`src/rtl/ball_collision_pkg.sv`:
```
// Shared geometry defaults, FSM state encoding and reset directions for the
// ball collision resolver.
package ball_collision_pkg;

  localparam int COORD_W = 10;
  localparam int CALC_W  = 11;

  localparam int SCREEN_W_DEF   = 320;
  localparam int SCREEN_H_DEF   = 240;
  localparam int BALL_SIZE_DEF  = 4;
  localparam int PLAT_Y_DEF     = 220;
  localparam int PLAT_THICK_DEF = 4;
  localparam int PLAT_SIZE_DEF  = 40;
  localparam int BRICK_TOP_DEF  = 16;
  localparam int BRICK_W_DEF    = 32;
  localparam int BRICK_H_DEF    = 8;
  localparam int BRICK_COLS_DEF = 10;
  localparam int BRICK_ROWS_DEF = 4;
  localparam int ADDR_W_DEF     = 6;

  localparam logic X_DU_RST = 1'b1;
  localparam logic Y_DU_RST = 1'b0;

  typedef enum logic [2:0] {
    IDLE,
    WALL,
    PLAT,
    BRICK_REQ,
    BRICK_WAIT,
    DONE
  } state_t;

  // Zero-extend a screen coordinate so sums cannot wrap.
  function automatic logic [CALC_W-1:0] widen(input logic [COORD_W-1:0] v);
    return {1'b0, v};
  endfunction

endpackage

```
`src/rtl/ball_collision_if.sv`:
```
// Brick memory port of the collision resolver: read request, response and
// clear strobe sharing one address.
interface ball_collision_if #(
  parameter int ADDR_W = ball_collision_pkg::ADDR_W_DEF
);

  logic              brick_rd;
  logic [ADDR_W-1:0] brick_addr;
  logic              brick_valid;
  logic              brick_rdata;
  logic              brick_clr;

  modport master (
    output brick_rd,
    output brick_addr,
    output brick_clr,
    input  brick_valid,
    input  brick_rdata
  );

  modport slave (
    input  brick_rd,
    input  brick_addr,
    input  brick_clr,
    output brick_valid,
    output brick_rdata
  );

endinterface

```
`src/rtl/ball_collision_brick_addr_calc.sv`:
```
// Maps a probe pixel to a brick memory address and flags whether the pixel
// lies inside the brick grid at all.
module brick_addr_calc import ball_collision_pkg::*; #(
  parameter int BRICK_TOP  = BRICK_TOP_DEF,
  parameter int BRICK_W    = BRICK_W_DEF,
  parameter int BRICK_H    = BRICK_H_DEF,
  parameter int BRICK_COLS = BRICK_COLS_DEF,
  parameter int BRICK_ROWS = BRICK_ROWS_DEF,
  parameter int ADDR_W     = ADDR_W_DEF
) (
  input  logic [CALC_W-1:0] px_i,
  input  logic [CALC_W-1:0] py_i,
  output logic [ADDR_W-1:0] addr_o,
  output logic              in_range_o
);

  localparam logic [CALC_W-1:0] GRID_TOP   = CALC_W'(BRICK_TOP);
  localparam logic [CALC_W-1:0] GRID_BOT   = CALC_W'(BRICK_TOP + BRICK_ROWS * BRICK_H);
  localparam logic [CALC_W-1:0] GRID_RIGHT = CALC_W'(BRICK_COLS * BRICK_W);

  logic [CALC_W-1:0] row;
  logic [CALC_W-1:0] col;

  // Row/col are garbage when out of range; in_range_o gates their use.
  always_comb begin
    in_range_o = (py_i >= GRID_TOP) && (py_i < GRID_BOT) && (px_i < GRID_RIGHT);
    row        = (py_i - GRID_TOP) / CALC_W'(BRICK_H);
    col        = px_i / CALC_W'(BRICK_W);
    addr_o     = ADDR_W'(row * CALC_W'(BRICK_COLS) + col);
  end

endmodule

```
`src/rtl/ball_collision.sv`:
```
// Ball collision resolver: per move tick checks walls, platform and bricks and
// updates the direction bits. Define BOTTOM_BOUNCE_EN to bounce off the bottom.
module ball_collision import ball_collision_pkg::*; #(
  parameter int SCREEN_W   = SCREEN_W_DEF,
  parameter int SCREEN_H   = SCREEN_H_DEF,
  parameter int BALL_SIZE  = BALL_SIZE_DEF,
  parameter int PLAT_Y     = PLAT_Y_DEF,
  parameter int PLAT_THICK = PLAT_THICK_DEF,
  parameter int PLAT_SIZE  = PLAT_SIZE_DEF,
  parameter int BRICK_TOP  = BRICK_TOP_DEF,
  parameter int BRICK_W    = BRICK_W_DEF,
  parameter int BRICK_H    = BRICK_H_DEF,
  parameter int BRICK_COLS = BRICK_COLS_DEF,
  parameter int BRICK_ROWS = BRICK_ROWS_DEF,
  parameter int ADDR_W     = ADDR_W_DEF
) (
  input  logic               clk,
  input  logic               reset,
  input  logic               enable,
  input  logic [COORD_W-1:0] x,
  input  logic [COORD_W-1:0] y,
  input  logic [COORD_W-1:0] platx,
  output logic               x_du,
  output logic               y_du,
  output logic               plat_col,
  output logic               ball_lost,
  output logic               busy,
  output logic               done,
  ball_collision_if.master   brick_bus
);

  localparam logic [CALC_W-1:0] SCR_W    = CALC_W'(SCREEN_W);
  localparam logic [CALC_W-1:0] SCR_H    = CALC_W'(SCREEN_H);
  localparam logic [CALC_W-1:0] BALL     = CALC_W'(BALL_SIZE);
  localparam logic [CALC_W-1:0] BALL_MID = CALC_W'(BALL_SIZE / 2);
  localparam logic [CALC_W-1:0] PL_TOP   = CALC_W'(PLAT_Y);
  localparam logic [CALC_W-1:0] PL_BOT   = CALC_W'(PLAT_Y + PLAT_THICK);
  localparam logic [CALC_W-1:0] PL_LEN   = CALC_W'(PLAT_SIZE);

  state_t              state_q, state_d;
  logic [COORD_W-1:0]  x_q, y_q, platx_q;
  logic                x_du_q, x_du_d;
  logic                y_du_q, y_du_d;
  logic                plat_col_q, plat_col_d;
  logic                ball_lost_q, ball_lost_d;
  logic                brick_rd_q, brick_rd_d;
  logic                brick_clr_q, brick_clr_d;
  logic [ADDR_W-1:0]   brick_addr_q, brick_addr_d;

  logic [CALC_W-1:0]   xs, ys, ps, x_end, y_end, probe_px, probe_py;
  logic                plat_hit, probe_top_skip, probe_in_range;
  logic [ADDR_W-1:0]   probe_addr;

  always_comb begin
    xs             = widen(x_q);
    ys             = widen(y_q);
    ps             = widen(platx_q);
    x_end          = xs + BALL;
    y_end          = ys + BALL;
    plat_hit       = y_du_q && (y_end >= PL_TOP) && (y_end < PL_BOT) &&
                     (x_end > ps) && (xs < ps + PL_LEN);
    probe_px       = xs + BALL_MID;
    probe_py       = y_du_q ? y_end : ys - CALC_W'(1);
    probe_top_skip = (y_q == '0) && !y_du_q;
  end

  brick_addr_calc #(
    .BRICK_TOP  (BRICK_TOP),
    .BRICK_W    (BRICK_W),
    .BRICK_H    (BRICK_H),
    .BRICK_COLS (BRICK_COLS),
    .BRICK_ROWS (BRICK_ROWS),
    .ADDR_W     (ADDR_W)
  ) u_addr_calc (
    .px_i       (probe_px),
    .py_i       (probe_py),
    .addr_o     (probe_addr),
    .in_range_o (probe_in_range)
  );

  // Position snapshot taken at the tick; stays put for the whole check.
  always_ff @(posedge clk) begin
    if (state_q == IDLE && enable) begin
      x_q     <= x;
      y_q     <= y;
      platx_q <= platx;
    end
  end

  always_ff @(posedge clk or posedge reset) begin
    if (reset) begin
      state_q      <= IDLE;
      x_du_q       <= X_DU_RST;
      y_du_q       <= Y_DU_RST;
      plat_col_q   <= 1'b0;
      ball_lost_q  <= 1'b0;
      brick_rd_q   <= 1'b0;
      brick_clr_q  <= 1'b0;
      brick_addr_q <= '0;
    end else begin
      state_q      <= state_d;
      x_du_q       <= x_du_d;
      y_du_q       <= y_du_d;
      plat_col_q   <= plat_col_d;
      ball_lost_q  <= ball_lost_d;
      brick_rd_q   <= brick_rd_d;
      brick_clr_q  <= brick_clr_d;
      brick_addr_q <= brick_addr_d;
    end
  end

  always_comb begin
    state_d      = state_q;
    x_du_d       = x_du_q;
    y_du_d       = y_du_q;
    plat_col_d   = 1'b0;
    ball_lost_d  = 1'b0;
    brick_rd_d   = 1'b0;
    brick_clr_d  = 1'b0;
    brick_addr_d = brick_addr_q;
    unique case (state_q)
      IDLE: begin
        if (enable) state_d = WALL;
      end
      WALL: begin
        if (x_q == '0)          x_du_d = 1'b1;
        else if (x_end >= SCR_W) x_du_d = 1'b0;
        if (y_q == '0)          y_du_d = 1'b1;
        if (y_end >= SCR_H) begin
`ifdef BOTTOM_BOUNCE_EN
          y_du_d  = 1'b0;
          state_d = PLAT;
`else
          ball_lost_d = 1'b1;
          state_d     = DONE;
`endif
        end else begin
          state_d = PLAT;
        end
      end
      PLAT: begin
        if (plat_hit) begin
          y_du_d     = 1'b0;
          plat_col_d = 1'b1;
          state_d    = DONE;
        end else begin
          state_d = BRICK_REQ;
        end
      end
      BRICK_REQ: begin
        if (!probe_top_skip && probe_in_range) begin
          brick_addr_d = probe_addr;
          brick_rd_d   = 1'b1;
          state_d      = BRICK_WAIT;
        end else begin
          state_d = DONE;
        end
      end
      BRICK_WAIT: begin
        // A response in the request cycle itself cannot belong to this read.
        if (brick_bus.brick_valid && !brick_rd_q) begin
          if (brick_bus.brick_rdata) begin
            y_du_d      = ~y_du_q;
            brick_clr_d = 1'b1;
          end
          state_d = DONE;
        end
      end
      DONE: begin
        state_d = IDLE;
      end
      default: begin
        state_d = IDLE;
      end
    endcase
  end

  assign x_du                 = x_du_q;
  assign y_du                 = y_du_q;
  assign plat_col             = plat_col_q;
  assign ball_lost            = ball_lost_q;
  assign busy                 = (state_q != IDLE);
  assign done                 = (state_q == DONE);
  assign brick_bus.brick_rd   = brick_rd_q;
  assign brick_bus.brick_clr  = brick_clr_q;
  assign brick_bus.brick_addr = brick_addr_q;

endmodule

```
`src/flat_wrapper.sv`:
```
// flat-port wrapper written by rule: the top's interface ports become plain ports
module ball_collision_flat import ball_collision_pkg::*;
#(
  parameter int SCREEN_W   = SCREEN_W_DEF,
  parameter int SCREEN_H   = SCREEN_H_DEF,
  parameter int BALL_SIZE  = BALL_SIZE_DEF,
  parameter int PLAT_Y     = PLAT_Y_DEF,
  parameter int PLAT_THICK = PLAT_THICK_DEF,
  parameter int PLAT_SIZE  = PLAT_SIZE_DEF,
  parameter int BRICK_TOP  = BRICK_TOP_DEF,
  parameter int BRICK_W    = BRICK_W_DEF,
  parameter int BRICK_H    = BRICK_H_DEF,
  parameter int BRICK_COLS = BRICK_COLS_DEF,
  parameter int BRICK_ROWS = BRICK_ROWS_DEF,
  parameter int ADDR_W     = ADDR_W_DEF
)
  (clk, reset, enable, x, y, platx, x_du, y_du, plat_col, ball_lost, busy, done, brick_bus_brick_rd, brick_bus_brick_addr, brick_bus_brick_clr, brick_bus_brick_valid, brick_bus_brick_rdata);
  ball_collision_if #(.ADDR_W(ADDR_W)) brick_bus_i ();
  input  logic clk;
  input  logic reset;
  input  logic enable;
  input  logic [COORD_W-1:0] x;
  input  logic [COORD_W-1:0] y;
  input  logic [COORD_W-1:0] platx;
  output logic x_du;
  output logic y_du;
  output logic plat_col;
  output logic ball_lost;
  output logic busy;
  output logic done;
  output wire logic [$bits(brick_bus_i.brick_rd)-1:0] brick_bus_brick_rd;
  output wire logic [$bits(brick_bus_i.brick_addr)-1:0] brick_bus_brick_addr;
  output wire logic [$bits(brick_bus_i.brick_clr)-1:0] brick_bus_brick_clr;
  input wire logic [$bits(brick_bus_i.brick_valid)-1:0] brick_bus_brick_valid;
  input wire logic [$bits(brick_bus_i.brick_rdata)-1:0] brick_bus_brick_rdata;
  assign brick_bus_brick_rd = brick_bus_i.brick_rd;
  assign brick_bus_brick_addr = brick_bus_i.brick_addr;
  assign brick_bus_brick_clr = brick_bus_i.brick_clr;
  assign brick_bus_i.brick_valid = brick_bus_brick_valid;
  assign brick_bus_i.brick_rdata = brick_bus_brick_rdata;
  ball_collision #(.SCREEN_W(SCREEN_W), .SCREEN_H(SCREEN_H), .BALL_SIZE(BALL_SIZE), .PLAT_Y(PLAT_Y), .PLAT_THICK(PLAT_THICK), .PLAT_SIZE(PLAT_SIZE), .BRICK_TOP(BRICK_TOP), .BRICK_W(BRICK_W), .BRICK_H(BRICK_H), .BRICK_COLS(BRICK_COLS), .BRICK_ROWS(BRICK_ROWS), .ADDR_W(ADDR_W)) u_core (.clk(clk), .reset(reset), .enable(enable), .x(x), .y(y), .platx(platx), .x_du(x_du), .y_du(y_du), .plat_col(plat_col), .ball_lost(ball_lost), .busy(busy), .done(done), .brick_bus(brick_bus_i));
endmodule
```
`config.mk`:
```
export PLATFORM = sky130hd
export DESIGN_NAME = ball_collision_flat
export DESIGN_NICKNAME = d
export VERILOG_FILES = /design/src/rtl/ball_collision_pkg.sv /design/src/rtl/ball_collision_if.sv /design/src/rtl/ball_collision_brick_addr_calc.sv /design/src/rtl/ball_collision.sv /design/src/flat_wrapper.sv
export SDC_FILE = /design/constraint.sdc
export NUM_CORES = 1
export LEC_CHECK = 0
export CORE_UTILIZATION = 41
export DETAILED_ROUTE_END_ITERATION = 8
export PLACE_DENSITY = 0.72
export SYNTH_ARGS = -nofsm -noshare
export SYNTH_HDL_FRONTEND = slang
export SYNTH_HIERARCHICAL = 1
export SYNTH_SLANG_ARGS = --single-unit
export TNS_END_PERCENT = 10
```
`constraint.sdc`:
```
create_clock -name clk -period 7.2 [get_ports clk]
set_clock_uncertainty 0.2 [all_clocks]
set_input_delay 2.16 -clock clk [delete_from_list [all_inputs] [get_ports clk]]
set_output_delay 2.16 -clock clk [all_outputs]
set_load 0.03 [all_outputs]
```
==> results of run 1 <==
[routing by layer]
| layer | share of wire | vias to the layer above |
|---|---|---|
| met5 | 0 | - |
| met4 | 0.015 | 0 |
| met3 | 0.056 | 9 |
| met2 | 0.46 | 84 |
| met1 | 0.47 | 1160 |
| li1 | - | 1237 |
[worst max path at each step]
stage,slack (ns),start,endpoint,cells past startpoint
after global routing,2.91,u_core/state_q[1]$_DFFE_PP0P_,done,3
after global placement,3.21,brick_bus_brick_valid,u_core/y_du$_DFFE_PP0P_,6
after detailed placement,3.18,brick_bus_brick_valid,u_core/y_du$_DFFE_PP0P_,6
final,3.02,u_core/y_du$_DFFE_PP0P_,y_du,1
after CTS,3.00,u_core/y_du$_DFFE_PP0P_,y_du,1
after floorplan,3.66,u_core/y_du$_DFFE_PP0P_,u_core/brick_bus.brick_addr[5]$_DFFE_PP0P_,13
[flip-flops by register name, indices dropped and copies added, names as in the netlist, 3 cells and up]
name / count
u_core/y_q: 10
u_core/brick_bus.brick_addr: 6
u_core/state_q: 3
u_core/x_q: 10
u_core/platx_q: 10
[report_power, final]
part           internal, W  switching [W]
Combinational     0.000301       0.000349
Sequential        0.000341      0.0000858
Clock            0.0000688      0.0000863
[layout make-up]
| cell class | instances | area [um2] |
|---|---|---|
| Fill cell | 729 | 3860 |
| Multi-Input combinational cell | 228 | 1770 |
| Sequential cell | 45 | 1280 |
| Timing Repair Buffer | 49 | 488 |
| Tap cell | 102 | 128 |
| Inverter | 32 | 120 |
| Clock buffer | 7 | 76.3 |
| Clock inverter | 1 | 7.51 |
[per-stage QoR]
stage,cells,power [W]
3_3_place_gp,456,0.00106
5_1_grt,464,0.00135
6_report,464,0.00123
2_1_floorplan,317,0.000931
3_5_place_dp,456,0.00108
4_1_cts,464,0.00124
==> impl_metrics.py, run 1 <==
metrics = {
    "run_status": {
        "status": "completed",
    },
    "finish": {
        "final_core_util": 0.500,
        "n_antenna_cell": 0,
        "area_growth_pct": 18.1,
        "layout_commonest_cell": "clkdlybuf4s50_1",
        "layout_common_cells": "48 x clkdlybuf4s50_1, 36 x ha_1, 32 x inv_1",
        "final_nets": 433,
        "final_cell_area_um2": 3860,
        "drive_gt1_frac": 0.0691,
    },
    "yosys": {
        "synth_warnings": 6,
        "syn_inst": 317,
        "postSynthAreaPerCell_um2": 10.3,
        "syn_nets": 389,
        "synthesis.area_um2": 3270,
    },
    "flow_run": {
        "drv_cap": 0,
    },
    "timing": {
        "worst_pin_slew_ns": 0.594,
        "fin_setup_tns_ns": 0,
        "slew-limit-headroom": 0.600,
        "period_share": 0.581,
        "slew_viol_final": 0,
        "fmax_mhz": 239,
        "rsz0062_at_grt": "no",
        "setup_slack_ns": 3.02,
        "setup_violations": 0,
        "layout_min_cycle_time_ns": 4.18,
        "hold_violations": 0,
        "hold_ws_ns": 0.308,
    },
    "placement": {
        "numPortBuffers": 48,
        "dp_hpwl_um": 5230,
        "post_dp_cell_area_um2": 3780,
        "post-place-ws_ns": 3.18,
        "gp_congestion": 0.859,
    },
    "clock_tree": {
        "cts_max_path_buffers": 2,
        "cts.sinks": 45,
        "tritoncts": "yes",
        "clkLatencyLatePin_ns": 0.30,
        "hold_buffers": 0,
        "path_clk_slew_ns": 0.08,
        "cts_max_level": 2,
        "cts_buffers": 5,
        "post_cts_buffers": 0,
        "root_buffer": "clkbuf_8",
        "post_cts_resized": 0,
    },
    "die": {
        "io-pin-count": 49,
        "die_w_um": 91.3,
        "dieArea_um2": 8340,
        "num_rows": 32,
        "initial_utilization": 0.423,
        "die_h_um": 91.3,
        "coreArea_um2": 7730,
    },
    "power": {
        "ir_worst_vdd_v": 0.000122,
        "p_leak_nw": 1.59,
        "powerDensity_nw_per_um2": 319,
    },
    "global_routing": {
        "top_usage_layer": "met2",
        "grt_use_met2": 0.274,
        "track_usage": 0.174,
        "grt_pass1_wl_um": 11600,
        "grt_max_degree": 31,
        "grt_pass1_vias": 2434,
        "antenna_found_initial": 0,
        "grt_use_met1": 0.239,
        "grt_overflow": 0,
        "grt_use_met3": 0.0343,
    },
    "route": {
        "drt.antenna.violating_nets": 0,
        "first_pass_iters": 4,
        "routed_wirelength_um": 6680,
        "viasPerCell": 5.37,
        "drtIter0Drc": 126,
        "drt-wirelength-per-cell_um": 14.4,
        "drc_errors": 0,
        "vias": 2490,
    },
    "setup_path": {
        "cpPeakStageDelay_ns": 0.78,
        "r2r_slack_ns": 3.34,
        "cp_num_buf_inv": 1,
        "cp.required_ns": 4.84,
        "reg2reg_depth": 12,
        "reg2reg_to": "u_core/brick_bus.brick_addr[5]$_DFFE_PP0P_",
        "crit_chain": "clkdlybuf4s50_1",
        "crit_type": "reg -> out",
        "worst_setup_path_end_kind": "output pin",
        "cpLargestDelayFamily": "buffers and inverters",
        "cp_slowest_cell": "clkdlybuf4s50_1",
        "startpoint_type": "register",
        "rr_startpoint": "u_core/y_du$_DFFE_PP0P_",
        "crit_path_max_fanout": 19,
        "cp.arrival_ns": 1.82,
    },
    "min_path": {
        "hp-start": "u_core/brick_bus.brick_addr[4]$_DFFE_PP0P_",
        "min_to": "u_core/brick_bus.brick_addr[4]$_DFFE_PP0P_",
        "hold_depth": 1,
        "min_path_type": "reg -> reg",
    },
}
No activity file was read; power rests on OpenSTA's default activity.
==> run 2: changes to the inputs <==
--- a/config.mk
+++ b/config.mk
@@ -7,7 +7,7 @@
 export LEC_CHECK = 0
 export CORE_UTILIZATION = 41
 export DETAILED_ROUTE_END_ITERATION = 8
-export PLACE_DENSITY = 0.72
+export PLACE_DENSITY = 0.75
 export SYNTH_ARGS = -nofsm -noshare
 export SYNTH_HDL_FRONTEND = slang
 export SYNTH_HIERARCHICAL = 1
==> constraint.sdc (replaced) <==
create_clock -name clk -period 3.8 [get_ports clk]
set_clock_uncertainty 0.2 [all_clocks]
set_input_delay 1.14 -clock clk [delete_from_list [all_inputs] [get_ports clk]]
set_output_delay 1.14 -clock clk [all_outputs]
set_load 0.03 [all_outputs]
==> run 2 against run 1 <==
Against the previous run: worst hold slack better by 0.0013 ns; power rose by 94%; sequential power up 86%; sequential cell count is the same; critical path type is now reg -> reg; critical endpoint is now u_core/brick_bus.brick_addr[5]$_DFFE_PP0P_; largest cell class unchanged.
==> impl_metrics.py, run 2 (synthesis gave the netlist of run 1 again) <==
metrics = {
    "run_status": {
        "status": "completed",
    },
    "min_path": {
        "min_path_type": "reg -> reg",
    },
    "global_routing": {
        "grt_pass1_wl_um": 11600,
        "grt_max_degree": 31,
        "track_usage": 0.175,
        "grt_overflow": 0,
        "grt_pass1_vias": 2454,
        "antenna_found_initial": 0,
    },
    "route": {
        "drt.antenna.violating_nets": 0,
        "drc_errors": 0,
        "first_pass_iters": 4,
        "drt-wirelength-per-cell_um": 14.4,
        "viasPerCell": 5.35,
        "drtIter0Drc": 132,
        "routed_wirelength_um": 6780,
        "vias": 2526,
    },
    "finish": {
        "top_regs": "u_core/platx_q x10, u_core/x_q x10, u_core/y_q x10",
        "drive_gt1_frac": 0.0973,
        "final_nets": 441,
        "n_antenna_cell": 0,
        "nFillCells": 704,
        "multi_input_area_um2": 1770,
        "layout_common_cells": "48 x clkdlybuf4s50_1, 36 x ha_1, 32 x inv_1",
        "area_growth_pct": 20.2,
        "seq_area_um2": 1280,
        "layout_commonest_cell": "clkdlybuf4s50_1",
    },
    "clock_tree": {
        "cts_max_level": 2,
        "clkLatencyLatePin_ns": 0.30,
        "cts_buffers": 5,
        "hold_buffers": 0,
        "tritoncts": "yes",
        "cts_max_path_buffers": 2,
        "path_clk_slew_ns": 0.08,
        "root_buffer": "clkbuf_8",
        "cts.sinks": 45,
    },
    "setup_path": {
        "r2r_slack_ns": 0.20,
        "reg2reg_depth": 13,
        "cp.arrival_ns": 3.59,
        "startpoint_type": "register",
        "reg2reg_to": "u_core/brick_bus.brick_addr[5]$_DFFE_PP0P_",
        "rr_startpoint": "u_core/y_q[2]$_DFFE_PP_",
        "worst_setup_path_end_kind": "register",
        "crit_type": "reg -> reg",
        "startpoint": "u_core/y_q[2]$_DFFE_PP_",
        "cp-endpoint": "u_core/brick_bus.brick_addr[5]$_DFFE_PP0P_",
        "crit_path_max_fanout": 7,
        "cp.required_ns": 3.79,
    },
    "timing": {
        "slew-limit-headroom": 0.612,
        "fin_setup_tns_ns": 0,
        "rsz0062_at_grt": "no",
        "setup_violations": 0,
        "fmax_mhz": 277,
        "period_share": 0.948,
        "layout_min_cycle_time_ns": 3.60,
        "hold_violations": 0,
        "slew_viol_final": 0,
        "hold_ws_ns": 0.309,
        "worst_pin_slew_ns": 0.575,
    },
    "power": {
        "powerDensity_nw_per_um2": 607,
        "ir_worst_vdd_v": 0.000194,
        "switching_power_w": 0.00101,
        "p_comb_frac": 0.546,
        "swShare": 0.421,
        "p_int_w": 0.00138,
        "p_leak_nw": 1.63,
        "seq_power_share": 0.332,
        "p_clk_frac": 0.122,
    },
    "flow_run": {
        "drv_cap": 0,
    },
    "die": {
        "coreArea_um2": 7730,
        "io-pin-count": 49,
        "dieArea_um2": 8340,
        "initial_utilization": 0.423,
        "die_h_um": 91.3,
        "die_w_um": 91.3,
        "num_rows": 32,
    },
    "placement": {
        "numPortBuffers": 48,
        "gp_congestion": 0.892,
        "dp_hpwl_um": 5280,
    },
}
## run 2: stage by stage
step                      power [W]  area [um2]   util  setup slack (ns)  std cells
after global routing        0.00261        3930  0.509            0.0107        472
after floorplan             0.00176        3270      -             0.257        317
after CTS                   0.00238        3900  0.504            0.0747        468
final                       0.00239        3930  0.509             0.196        472
after detailed placement    0.00208        3810  0.493            0.0889        460
after global placement      0.00203        3810  0.493             0.299        460
## run 2: timing repair
action	in CTS	in global routing
gates resized for setup	0	3
endpoints found under the setup margin	0	2
hold endpoints to repair	0	0
setup buffers	0	4
## run 2: how the worst min path moves through the flow
| stage | from | endpoint | slack (ns) | cells past startpoint |
|---|---|---|---|---|
| 2_1_floorplan | u_core/state_q[0]$_DFFE_PP0P_ | u_core/state_q[0]$_DFFE_PP0P_ | 0.39 | 2 |
| 3_3_place_gp | u_core/brick_bus.brick_addr[3]$_DFFE_PP0P_ | u_core/brick_bus.brick_addr[3]$_DFFE_PP0P_ | 0.29 | 1 |
| 3_5_place_dp | u_core/brick_bus.brick_addr[2]$_DFFE_PP0P_ | u_core/brick_bus.brick_addr[2]$_DFFE_PP0P_ | 0.30 | 1 |
| 4_1_cts | u_core/brick_bus.brick_addr[2]$_DFFE_PP0P_ | u_core/brick_bus.brick_addr[2]$_DFFE_PP0P_ | 0.32 | 1 |
| 5_1_grt | u_core/brick_bus.brick_addr[2]$_DFFE_PP0P_ | u_core/brick_bus.brick_addr[2]$_DFFE_PP0P_ | 0.34 | 1 |
| 6_report | u_core/brick_bus.brick_addr[3]$_DFFE_PP0P_ | u_core/brick_bus.brick_addr[3]$_DFFE_PP0P_ | 0.31 | 1 |
## run 2: cell type report
cell class | instances | area share
Clock buffer | 5 | 0.0175
Clock inverter | 3 | 0.00446
Timing Repair Buffer | 57 | 0.139
Inverter | 32 | 0.0306
Multi-Input combinational cell | 228 | 0.451
Tap cell | 102 | 0.0325
Sequential cell | 45 | 0.325
## run 2: power groups by stage
stage	clock, W	combinational, W	sequential (W)
floorplan	0	0.00100	0.000762
global placement	0	0.00123	0.000796
detailed placement	0	0.00128	0.000801
CTS	0.000302	0.00129	0.000790
global route	0.000319	0.00147	0.000812
finish	0.000291	0.00130	0.000793
## run 2: worst max-delay path, cell delays in order, from the launching register on
cell and delay [ns]:
edfxtp_1 0.52, nor3_2 0.31, nand2_1 0.14, o21ai_0 0.12, xor2_1 0.28, inv_1 0.14
ha_1 0.22, xor2_1 0.16, ha_1 0.29, ha_1 0.29, ha_1 0.31, a21oi_1 0.17
xnor2_1 0.09, mux2_2 0.25
## run 2: per-layer routing
layer | routed length [um] | up-vias | track usage
li1 | - | 1253 | -
met5 | 0 | - | 0
met3 | 393 | 13 | 0.0327
met1 | 3130 | 1178 | 0.238
met4 | 142 | 0 | 0.0688
met2 | 3110 | 82 | 0.275
==> run 3: changes to the inputs <==
--- a/config.mk
+++ b/config.mk
@@ -5,9 +5,9 @@
 export SDC_FILE = /design/constraint.sdc
 export NUM_CORES = 1
 export LEC_CHECK = 0
-export CORE_UTILIZATION = 41
+export CORE_UTILIZATION = 50
 export DETAILED_ROUTE_END_ITERATION = 8
-export PLACE_DENSITY = 0.75
+export PLACE_DENSITY = 0.86
 export SYNTH_ARGS = -nofsm -noshare
 export SYNTH_HDL_FRONTEND = slang
 export SYNTH_HIERARCHICAL = 1
==> run 3 against run 2 <==
Against the previous run: global-route usage grew 3.8 points; design area decreased by 0.48%; combinational power about the same; critical endpoint unchanged; largest cell class unchanged; largest power group unchanged.
==> impl_metrics.py, run 3 (synthesis gave the netlist of run 1 again) <==
metrics = {
    "setup_path": {
        "crit_type": "reg -> reg",
        "reg2reg_depth": 13,
        "cp.arrival_ns": 3.63,
        "startpoint_type": "register",
        "worst_setup_path_end_kind": "register",
        "crit_path_max_fanout": 8,
        "cp.required_ns": 3.79,
    },
    "finish": {
        "n_antenna_cell": 0,
        "fin_cells": 443,
        "final_nets": 437,
        "layout_common_cells": "48 x clkdlybuf4s50_1, 36 x ha_1, 32 x inv_1",
        "top_regs": "u_core/platx_q x10, u_core/x_q x10, u_core/y_q x10",
        "drive_gt1_frac": 0.0847,
        "nFillCells": 527,
        "area_growth_pct": 19.6,
        "layout_commonest_cell": "clkdlybuf4s50_1",
    },
    "power": {
        "swShare": 0.406,
        "p_clk_frac": 0.168,
        "switching_power_w": 0.00103,
        "p_int_w": 0.00151,
        "powerDensity_nw_per_um2": 649,
        "ir_worst_vdd_v": 0.000357,
        "p_leak_nw": 1.64,
        "seq_power_share": 0.314,
        "p_comb_frac": 0.518,
    },
    "clock_tree": {
        "post_cts_resized": 0,
        "cts.sinks": 45,
        "root_buffer": "clkbuf_8",
        "cts_max_level": 2,
        "hold_buffers": 0,
        "tritoncts": "yes",
        "clkLatencyLatePin_ns": 0.30,
        "cts_max_path_buffers": 2,
        "path_clk_slew_ns": 0.09,
        "post_cts_buffers": 0,
        "cts_buffers": 5,
    },
    "die": {
        "die_h_um": 82.9,
        "dieArea_um2": 6870,
        "initial_utilization": 0.515,
        "coreArea_um2": 6350,
        "num_rows": 29,
        "die_w_um": 82.9,
        "io-pin-count": 49,
    },
    "route": {
        "first_pass_iters": 5,
        "viasPerCell": 5.94,
        "drc_errors": 0,
        "routed_wirelength_um": 7000,
        "vias": 2632,
        "drt-wirelength-per-cell_um": 15.8,
        "drtIter0Drc": 183,
        "drt.antenna.violating_nets": 0,
    },
    "timing": {
        "worst_pin_slew_ns": 0.613,
        "slew_viol_final": 0,
        "fin_setup_tns_ns": 0,
        "fmax_mhz": 275,
        "hold_violations": 0,
        "rsz0062_at_grt": "no",
        "period_share": 0.958,
        "slew-limit-headroom": 0.587,
        "setup_violations": 0,
        "layout_min_cycle_time_ns": 3.64,
    },
    "placement": {
        "dp_cells": 434,
        "gp_congestion": 0.888,
        "numPortBuffers": 48,
        "dp_hpwl_um": 5410,
    },
    "global_routing": {
        "grt_pass1_vias": 2596,
        "grt_max_degree": 31,
        "track_usage": 0.214,
        "grt_overflow": 0,
        "antenna_found_initial": 0,
        "grt_pass1_wl_um": 11800,
    },
    "run_status": {
        "status": "completed",
    },
    "flow_run": {
        "drv_cap": 0,
    },
    "min_path": {
        "hold_depth": 1,
        "min_path_type": "reg -> reg",
    },
}
[run 3: final cells by class]
| cell class | count | area, um2 | share of cell area |
|---|---|---|---|
| Inverter | 32 | 120 | 0.0307 |
| Sequential cell | 45 | 1280 | 0.327 |
| Multi-Input combinational cell | 228 | 1770 | 0.452 |
| Clock inverter | 3 | 65.1 | 0.0166 |
| Clock buffer | 5 | 68.8 | 0.0176 |
| Tap cell | 77 | 96.3 | 0.0246 |
| Timing Repair Buffer | 53 | 518 | 0.132 |
[run 3: path summary, 6_finish.rpt]
kind,start,to,slack (ns)
min in group asynchronous,reset,u_core/brick_bus.brick_addr[3]$_DFFE_PP0P_,0.99
setup reg to reg,u_core/y_q[2]$_DFFE_PP_,u_core/brick_bus.brick_addr[5]$_DFFE_PP0P_,0.16
max in group asynchronous,reset,u_core/brick_bus.brick_clr$_DFF_PP0_,2.02
hold / removal,u_core/brick_bus.brick_addr[3]$_DFFE_PP0P_,u_core/brick_bus.brick_addr[3]$_DFFE_PP0P_,0.31
hold reg to reg,u_core/brick_bus.brick_addr[3]$_DFFE_PP0P_,u_core/brick_bus.brick_addr[3]$_DFFE_PP0P_,0.31
setup / recovery,u_core/y_q[2]$_DFFE_PP_,u_core/brick_bus.brick_addr[5]$_DFFE_PP0P_,0.16
[run 3: worst max-delay path, stage by stage (launching register included)]
cell and delay, ns:
edfxtp_1 0.51, nor3_1 0.33, nand2_1 0.16, o21ai_0 0.13, xor2_1 0.27, inv_1 0.13, ha_1 0.21, xor2_1 0.16
ha_1 0.28, ha_1 0.30, ha_1 0.31, a21oi_1 0.18, xnor2_1 0.09, mux2_2 0.25
[run 3: per-stage QoR]
step	utilization	worst slack [ns]	cell area (um2)	power, W	hold WS, ns
floorplan	-	0.257	3270	0.00176	0.385
CTS	0.615	0.166	3910	0.00253	0.314
finish	0.616	0.161	3910	0.00254	0.311
global placement	0.594	0.303	3770	0.00202	0.287
detailed placement	0.594	0.167	3770	0.00210	0.293
global route	0.616	0.0192	3910	0.00272	0.347
[run 3: power groups by stage]
stage	registers, W	logic (W)	clock network, W
2_1_floorplan	0.000762	0.00100	0
3_3_place_gp	0.000797	0.00122	0
3_5_place_dp	0.000802	0.00129	0
4_1_cts	0.000791	0.00130	0.000436
5_1_grt	0.000813	0.00144	0.000462
6_report	0.000796	0.00131	0.000427
[run 3: per-layer routing]
layer,wire [um],part of all wire,track usage,vias up
li1,-,-,-,1245
met1,3060,0.44,0.279,1261
met2,3340,0.48,0.355,107
met3,411,0.059,0.0358,19
met4,197,0.028,0.0831,0
met5,0,0,0,-
